===== src/rtl/pipe_pkg.sv =====
// Shared types for the MEM pipeline stage: FSM states, EX/MEM and MEM/WB register layouts.
package pipe_pkg;

   localparam int WORD_W = 32;

   typedef enum logic {
      IDLE,
      ACCESS
   } mem_state_e;

   typedef struct packed {
      logic [WORD_W-1:0] alu_result;
      logic [WORD_W-1:0] write_data;
      logic [4:0]        write_reg;
      logic              mem_read;
      logic              mem_write;
      logic              reg_write;
      logic              mem_to_reg;
   } ex_mem_t;

   typedef struct packed {
      logic [4:0]        write_reg;
      logic              reg_write;
      logic [WORD_W-1:0] write_data;
   } mem_wb_t;

   function automatic logic is_mem_op(input logic rd, input logic wr);
      return rd | wr;
   endfunction

endpackage


===== src/rtl/mem_stage_if.sv =====
// Data-memory bus with a req/ack handshake; the pipeline is master, the memory is slave.
interface mem_stage_if #(
   parameter int ADDR_W = 32
) ();

   logic              dmem_req;
   logic              dmem_we;
   logic [ADDR_W-1:0] dmem_addr;
   logic [31:0]       dmem_wdata;
   logic [31:0]       dmem_rdata;
   logic              dmem_ack;

   modport master (
      output dmem_req, dmem_we, dmem_addr, dmem_wdata,
      input  dmem_rdata, dmem_ack
   );

   modport slave (
      input  dmem_req, dmem_we, dmem_addr, dmem_wdata,
      output dmem_rdata, dmem_ack
   );

endinterface


===== src/rtl/mem_stage_bus_fsm.sv =====
// Bus-access controller for the MEM stage: IDLE/ACCESS state, wait counter, stall and timeout.
module mem_bus_fsm
   import pipe_pkg::*;
#(
   parameter int TIMEOUT_CYCLES = 16
) (
   input  logic clk,
   input  logic rst,
   input  logic next_mem_op,
   input  logic ack,
   input  logic abort,
   output logic req,
   output logic mem_stall,
   output logic timeout_hit,
   output logic bus_error
);

   localparam logic [7:0] LAST_WAIT = 8'(TIMEOUT_CYCLES - 1);

   mem_state_e state, state_next;
   logic [7:0] count, count_next;
   logic       ack_ok;

   always_ff @(posedge clk) begin
      if (rst) begin
         state <= IDLE;
         count <= '0;
      end else begin
         state <= state_next;
         count <= count_next;
      end
   end

   // An aborted (misaligned) access never raises req and is retired like a timeout.
   always_comb begin
      req         = 1'b0;
      ack_ok      = 1'b0;
      timeout_hit = 1'b0;
      mem_stall   = 1'b0;
      count_next  = '0;
      state_next  = state;
      if (state == ACCESS) begin
         req         = ~abort;
         ack_ok      = ack & ~abort;
         timeout_hit = abort | ((count == LAST_WAIT) & ~ack);
         mem_stall   = ~ack_ok & ~timeout_hit;
         if (mem_stall) count_next = count + 8'd1;
      end
      if (!mem_stall) state_next = next_mem_op ? ACCESS : IDLE;
   end

   assign bus_error = timeout_hit & ~rst;

endmodule


===== src/rtl/mem_stage.sv =====
// Pipeline MEM stage: EX/MEM latch, data-memory access, MEM/WB register and forwarding sources.
// Optional define MEM_STAGE_ALIGN_CHECK_EN rejects word-misaligned accesses without touching the bus.
module mem_stage
   import pipe_pkg::*;
#(
   parameter int TIMEOUT_CYCLES = 16,
   parameter int ADDR_W         = 32
) (
   input  logic              clk,
   input  logic              rst,
   input  logic [WORD_W-1:0] alu_result,
   input  logic [WORD_W-1:0] write_data,
   input  logic [4:0]        write_reg,
   input  logic              mem_read,
   input  logic              mem_write,
   input  logic              reg_write,
   input  logic              mem_to_reg,
   mem_stage_if.master       dmem,
   output logic              mem_stall,
   output logic [WORD_W-1:0] EX_MEM_alu_result,
   output logic [4:0]        EX_MEM_write_reg,
   output logic              EX_MEM_reg_write,
   output logic [4:0]        MEM_WB_write_reg,
   output logic              MEM_WB_reg_write,
   output logic [WORD_W-1:0] MEM_WB_write_data,
   output logic              bus_error
);

   ex_mem_t ex_mem;
   mem_wb_t mem_wb;
   logic    timeout_hit;
   logic    misaligned;

   // Read+write together is illegal; demoting the write makes it a plain load.
   always_ff @(posedge clk) begin
      if (rst) begin
         ex_mem <= '0;
      end else if (!mem_stall) begin
         ex_mem <= '{alu_result, write_data, write_reg, mem_read,
                     mem_write & ~mem_read, reg_write, mem_to_reg};
      end
   end

`ifdef MEM_STAGE_ALIGN_CHECK_EN
   assign misaligned = is_mem_op(ex_mem.mem_read, ex_mem.mem_write)
                       & (ex_mem.alu_result[1:0] != 2'b00);
`else
   assign misaligned = 1'b0;
`endif

   mem_bus_fsm #(
      .TIMEOUT_CYCLES(TIMEOUT_CYCLES)
   ) u_fsm (
      .clk        (clk),
      .rst        (rst),
      .next_mem_op(is_mem_op(mem_read, mem_write)),
      .ack        (dmem.dmem_ack),
      .abort      (misaligned),
      .req        (dmem.dmem_req),
      .mem_stall  (mem_stall),
      .timeout_hit(timeout_hit),
      .bus_error  (bus_error)
   );

   assign dmem.dmem_we    = ex_mem.mem_write;
   assign dmem.dmem_addr  = ex_mem.alu_result[ADDR_W-1:0];
   assign dmem.dmem_wdata = ex_mem.write_data;

   // Stores and abandoned accesses still flow to MEM/WB but never write the register file.
   always_ff @(posedge clk) begin
      if (rst || mem_stall) begin
         mem_wb <= '0;
      end else begin
         mem_wb.write_reg  <= ex_mem.write_reg;
         mem_wb.reg_write  <= ex_mem.reg_write & ~ex_mem.mem_write & ~timeout_hit;
         mem_wb.write_data <= ex_mem.mem_to_reg ? dmem.dmem_rdata : ex_mem.alu_result;
      end
   end

   assign EX_MEM_alu_result = ex_mem.alu_result;
   assign EX_MEM_write_reg  = ex_mem.write_reg;
   assign EX_MEM_reg_write  = ex_mem.reg_write;
   assign MEM_WB_write_reg  = mem_wb.write_reg;
   assign MEM_WB_reg_write  = mem_wb.reg_write;
   assign MEM_WB_write_data = mem_wb.write_data;

endmodule


===== src/flat_wrapper.sv =====
// flat-port wrapper written by rule: the top's interface ports become plain ports
module mem_stage_flat import pipe_pkg::*;
#(
   parameter int TIMEOUT_CYCLES = 16,
   parameter int ADDR_W         = 32
)
  (clk, rst, alu_result, write_data, write_reg, mem_read, mem_write, reg_write, mem_to_reg, mem_stall, EX_MEM_alu_result, EX_MEM_write_reg, EX_MEM_reg_write, MEM_WB_write_reg, MEM_WB_reg_write, MEM_WB_write_data, bus_error, dmem_dmem_req, dmem_dmem_we, dmem_dmem_addr, dmem_dmem_wdata, dmem_dmem_rdata, dmem_dmem_ack);
  mem_stage_if #(.ADDR_W(ADDR_W)) dmem_i ();
  input  logic clk;
  input  logic rst;
  input  logic [WORD_W-1:0] alu_result;
  input  logic [WORD_W-1:0] write_data;
  input  logic [4:0] write_reg;
  input  logic mem_read;
  input  logic mem_write;
  input  logic reg_write;
  input  logic mem_to_reg;
  output logic mem_stall;
  output logic [WORD_W-1:0] EX_MEM_alu_result;
  output logic [4:0] EX_MEM_write_reg;
  output logic EX_MEM_reg_write;
  output logic [4:0] MEM_WB_write_reg;
  output logic MEM_WB_reg_write;
  output logic [WORD_W-1:0] MEM_WB_write_data;
  output logic bus_error;
  output wire logic [$bits(dmem_i.dmem_req)-1:0] dmem_dmem_req;
  output wire logic [$bits(dmem_i.dmem_we)-1:0] dmem_dmem_we;
  output wire logic [$bits(dmem_i.dmem_addr)-1:0] dmem_dmem_addr;
  output wire logic [$bits(dmem_i.dmem_wdata)-1:0] dmem_dmem_wdata;
  input wire logic [$bits(dmem_i.dmem_rdata)-1:0] dmem_dmem_rdata;
  input wire logic [$bits(dmem_i.dmem_ack)-1:0] dmem_dmem_ack;
  assign dmem_dmem_req = dmem_i.dmem_req;
  assign dmem_dmem_we = dmem_i.dmem_we;
  assign dmem_dmem_addr = dmem_i.dmem_addr;
  assign dmem_dmem_wdata = dmem_i.dmem_wdata;
  assign dmem_i.dmem_rdata = dmem_dmem_rdata;
  assign dmem_i.dmem_ack = dmem_dmem_ack;
  mem_stage #(.TIMEOUT_CYCLES(TIMEOUT_CYCLES), .ADDR_W(ADDR_W)) u_core (.clk(clk), .rst(rst), .alu_result(alu_result), .write_data(write_data), .write_reg(write_reg), .mem_read(mem_read), .mem_write(mem_write), .reg_write(reg_write), .mem_to_reg(mem_to_reg), .dmem(dmem_i), .mem_stall(mem_stall), .EX_MEM_alu_result(EX_MEM_alu_result), .EX_MEM_write_reg(EX_MEM_write_reg), .EX_MEM_reg_write(EX_MEM_reg_write), .MEM_WB_write_reg(MEM_WB_write_reg), .MEM_WB_reg_write(MEM_WB_reg_write), .MEM_WB_write_data(MEM_WB_write_data), .bus_error(bus_error));
endmodule

===== config.mk =====
export PLATFORM = sky130hd
export DESIGN_NAME = mem_stage_flat
export DESIGN_NICKNAME = d
export VERILOG_FILES = /design/src/rtl/pipe_pkg.sv /design/src/rtl/mem_stage_if.sv /design/src/rtl/mem_stage_bus_fsm.sv /design/src/rtl/mem_stage.sv /design/src/flat_wrapper.sv
export SDC_FILE = /design/constraint.sdc
export NUM_CORES = 1
export LEC_CHECK = 0
export BUFFER_PORTS_ARGS = -buffer_cell sky130_fd_sc_hd__buf_2
export CELL_PAD_IN_SITES_DETAIL_PLACEMENT = 1
export CELL_PAD_IN_SITES_GLOBAL_PLACEMENT = 2
export CORE_MARGIN = 8
export CORE_UTILIZATION = 26
export CTS_CLUSTER_SIZE = 12
export DETAILED_ROUTE_END_ITERATION = 8
export GPL_TIMING_DRIVEN = 0
export PLACE_DENSITY = 0.8
export RECOVER_POWER = 25
export SLEW_MARGIN = 20
export SYNTH_ARGS = -nofsm -noshare
export SYNTH_HDL_FRONTEND = slang
export SYNTH_SLANG_ARGS = --single-unit

===== constraint.sdc =====
create_clock -name clk -period 2.1 [get_ports clk]
set_input_delay 0.42 -clock clk [delete_from_list [all_inputs] [get_ports clk]]
set_output_delay 0.42 -clock clk [all_outputs]
set_load 0.02 [all_outputs]

# Word level (Yosys, flattened, before mapping)
# Index checks and enable logic that the tools add are counted.
dict set report word_totals {
  wordCells 35
  ff_bits 119
}
dict set report op_classes {
  n_addsub 1
  n_eq_ne 1
  reduce_logical 2
  bitwise_logic 15
  n_mux 5
}
# cell count
set ops {}
lappend ops {{32-bit 2-to-1 mux} 1}
lappend ops {{8-bit by 1-bit adder with 8-bit output (second input constant)} 1}
lappend ops {{8-bit by 4-bit == test with 1-bit output (second input constant)} 1}
lappend ops {{1-bit inverter} 8}
lappend ops {{1-bit AND} 6}
lappend ops {{1-bit 2-to-1 mux} 4}
lappend ops {{3-bit OR reduction} 1}
lappend ops {{1-bit logical OR} 1}
lappend ops {{1-bit OR} 1}

# Longest topological paths before layout
dict set report depth {
  depth_word 6
  ltp_mapped 6
}

# By module
# A second synthesis with hierarchy kept.
dict set report hier_totals {
  cells_unflattened 497
  area_unflattened_um2 5086.1
}
# mod area_per_inst_um2 instances seq_area_each_um2 cells_per_inst
set modules_own_cells {}
lappend modules_own_cells {mem_stage 4685.7 1 2202.1 454}
lappend modules_own_cells {mem_bus_fsm 400.4 1 180.2 43}

# Least setup slack after synthesis
# Ideal clock, no wire load.
dict set report synth_path {
  path_kind {flip-flop to output port}
  start {register u_core.u_fsm.count[0]}
  end {output port mem_stall}
  n_path_buf 2
  path_stages_with_launch 6
  path_slack_ns 0.313
  required_ns 1.680
  arrival_ns 1.367
  cell_sequence {dfxtp_1 > ha_1 > and3_1 > a21boi_1 > buf_6 > buf_2}
}
dict set report synth_between {
  elab_chain_len 5
}
# item line
set synth_lines {}
lappend synth_lines {{start, declared} mem_stage_bus_fsm.sv:21} ;# logic [7:0] count, count_next;
lappend synth_lines {{start signal, assigned} mem_stage_bus_fsm.sv:30} ;# count <= count_next;
lappend synth_lines {{8-bit by 4-bit == test with 1-bit output} mem_stage_bus_fsm.sv:45} ;# timeout_hit = abort | ((count == LAST_WAIT) & ~ack);
lappend synth_lines {{1-bit AND} mem_stage_bus_fsm.sv:45}
lappend synth_lines {{1-bit inverter} mem_stage_bus_fsm.sv:46} ;# mem_stall = ~ack_ok & ~timeout_hit;
lappend synth_lines {{1-bit AND} mem_stage_bus_fsm.sv:46}
lappend synth_lines {{1-bit 2-to-1 mux} mem_stage_bus_fsm.sv:42} ;# if (state == ACCESS) begin
lappend synth_lines {{end, declared} flat_wrapper.sv:18} ;# output logic mem_stall;
# Every way passes these cells.

# Final worst setup path
# Ends and elaborated chain as after synthesis.

==> run_results.csv <==
group,metric,value,unit
outcome,status,"finished, final reports clean",
die,pin_count,252,
final_layout,stdcell_count,1135,
sta,tightest_slew,0.7648,ns
placed_design,dp_hpwl,14630,µm
yosys,syn_area,5340,µm²
power,pwr-share-comb,15.7,%
worst_setup_path,crit_required,1.68,ns
power,p_seq_share,36.1,%
yosys,ys.flop_type,"dfxtp_1",
sta,finalSetupViolations,0,
worst_setup_path,worstSetupEndpointType,"primary output",
yosys,synth_edf_count,0,
power,p_leak,3.553,nW
placed_design,io_buffers,251,
global_route,grt_antenna_before_repair,6,
clock_tree,cts_sinks,119,
final_layout,final_net_count,958,
clock_tree,cts_inserted_buffers,17,
die,start_util,26.48,%
final_layout,postLayoutCoreUtil,37.50,%
yosys,ys_ff_latch,119,
placed_design,gp_congestion,0.7488,
power,p_switching,0.001779,W
power,p_int,0.005141,W
clock_tree,cts.path.max_buffers,2,
route,drc,0,
sta,min_period_over_period,96.28,%
final_layout,drive_gt1_share,39.91,%
worst_setup_path,cp_max_fo,4,
worst_hold_path,hp-start,"write_data[7]",
yosys,ys_seq_area_share,44.61,%
placed_design,place_area,6934,µm²
clock_tree,cts_tree,"done",
sta,rsz0062_at_grt,"false",
sta,slew_headroom,49.01,%
power,ir_drop,0.4844,mV
die,die-height,159.3,µm
worst_setup_path,worst_setup_path_start_kind,"flip-flop",
sta,fmax,494.6,MHz
route,wl_per_cell,16.44,µm
global_route,grt_usage,14.65,%
die,rows,52,
sta,finalWorstPathRequiredPeriod,2.022,ns
route,ant_nets,0,
worst_hold_path,holdPathStages,3,
worst_setup_path,worstPathArrival,1.60,ns
job,maxCapViolCount,0,
power,p_clk_share,48.3,%
route,drt-total-wl,18660,µm
worst_setup_path,worstReg2RegStart,"u_core.u_fsm.count[0]",
worst_setup_path,timing.rr.end,"u_core.MEM_WB_write_data[13]",
clock_tree,htreeDepth,4,
placed_design,numPlacedInstances,1099,
global_route,grt_max_degree,19,
clock_tree,hold_buffers,0,
yosys,synth_cells,578,
sta,drv_slew,0,
placed_design,dpl_worst_slack,-0.1634,ns
yosys,syn_area_per_cell,9.239,µm²
sta,skew,0.008179,ns
yosys,synthArstFlopShare,0,%
die,die_w,159.3,µm
route,drt_iter0_drc,118,
sta,fin_ws,0.07807,ns
yosys,synth.area.top_cells,"dfxtp_1 (45%), mux2i_1 (19%), buf_4 (14%), nand2_1 (10%), nor3_1 (3.1%)",
final_layout,finish.instance_area,7564,µm²
yosys,yosysTopAreaCell,"dfxtp_1",
yosys,yosys_warnings,0,
clock_tree,cts.clk_slew.worst_paths,0.06,ns
global_route,grt_overflow,0,
power,p_per_area,914.9,nW/µm²
yosys,synth_cell_types,28,
die,dieArea,25380,µm²
clock_tree,cts_root_buffer,"clkbuf_16",
worst_setup_path,rr_worst_depth,7,
worst_setup_path,crit_type,"flip-flop to primary output",
power,swShare,25.71,%
yosys,yosys.area.top_type_share,44.61,%
clock_tree,clkLatencyLatePin,0.41,ns
worst_hold_path,hold_class,"primary input to flip-flop",
yosys,synthesis.nets,687,
final_layout,fillCellCount,2456,
sta,hold_ws,0.2435,ns
worst_hold_path,min_to,"u_core.dmem.dmem_wdata[7]",
yosys,synth_most_common_cell,"nand2_1",
final_layout,multi_input_area,2003,µm²
route,first_pass_iters,4,
global_route,grt_pass1_wl,29130,µm
route,vias,4712,
global_route,first_global_vias,5086,
worst_setup_path,r2r_slack,0.19,ns
sta,final_hold_viol_count,0,
route,avgViaCountPerCell,4.152,
die,core_area,20170,µm²
yosys,synth_common_cells,"nand2_1 (147), dfxtp_1 (119), mux2i_1 (104)",
final_layout,area_delta_synth_final,41.64,%
final_layout,seq_area,2382,µm²
==> layer usage <==
| metal | track usage (%) | vias to the layer above | wire [µm] |
|---|---|---|---|
| li1 | - | 2344 | - |
| met1 | 16.74 | 2161 | 8103 |
| met2 | 23.83 | 175 | 8664 |
| met3 | 6.386 | 26 | 1533 |
| met4 | 5.532 | 6 | 325 |
| met5 | 0 | - | 36 |
==> power by group through the flow <==
stage	clock (W)	sequential [W]	combinational, W
after floorplan	0	0.00257	0.000675
after global placement	0	0.00254	0.00111
after detailed placement	0	0.00254	0.00112
after CTS	0.00342	0.00250	0.00113
after global routing	0.00353	0.00251	0.00118
final	0.00334	0.00250	0.00108
==> cell usage in the layout (no fill, tap or decap), types with 2 or more instances in the layout <==
cell	count
dfxtp_1	119
clkinv_4	3
bufinv_16	6
mux2i_1	104
clkinv_2	2
buf_2	198
buf_1	3
inv_1	3
buf_6	7
or3_1	4
nor2_1	5
a21oi_1	4
clkbuf_1	77
o21ai_0	3
diode_2	3
clkbuf_16	17
nor3_1	33
buf_4	105
nand3_1	4
nand2_1	147
nor3b_1	5
==> worst max-delay path: stages, from the launching register on <==
cell      delay (ns)
dfxtp_1         0.32
ha_2            0.21
and3_1          0.22
a21boi_2        0.16
buf_6           0.14
buf_4           0.13
==> worst max path at each step <==
stage	from	to	slack, ns	cells after the start
floorplan	u_core.u_fsm.count[0]	mem_stall	0.31	5
global placement	rst	u_core.ex_mem[0]	-0.09	6
detailed placement	rst	u_core.dmem.dmem_wdata[1]	-0.16	6
CTS	u_core.u_fsm.count[0]	mem_stall	0.006	5
global route	u_core.u_fsm.count[0]	mem_stall	0.01	5
finish	u_core.u_fsm.count[0]	mem_stall	0.08	5
==> kinds of logic after synthesis <==
group	share of synthesized area, %
buffers and inverters	17.99
AO/OA/AOI/OAI	1.101
flip-flops	44.61
AND/OR/NAND/NOR	16.24
XOR/XNOR	0.3281
adder cells (fa/ha/maj)	0.2343
multiplexers	19.49
==> through the flow <==
stage	power [W]	setup TNS, ns
after floorplan	0.003247	0
after global placement	0.003644	-2.080
after detailed placement	0.003666	-4.160
after CTS	0.007050	0
after global routing	0.007221	0
final	0.006920	0
==> layout make-up <==
cell class	instances	area share, %
Sequential cell	119	31.50
Multi-Input combinational cell	320	26.48
Timing Repair Buffer	253	15.95
Buffer	135	12.49
Clock buffer	20	5.906
Tap cell	270	4.467
Clock inverter	12	2.961
Inverter	3	0.1489
Antenna cell	3	0.09926
==> what timing repair did <==
item / 4_1_cts / 5_1_grt
endpoints found under the hold margin: 0 / 0
buffers inserted: 2 / 0
endpoints found under the setup margin: 1 / 2
resized for setup: 2 / 2
pin swaps: 1 / 0
No activity file was read; power rests on OpenSTA's default activity.
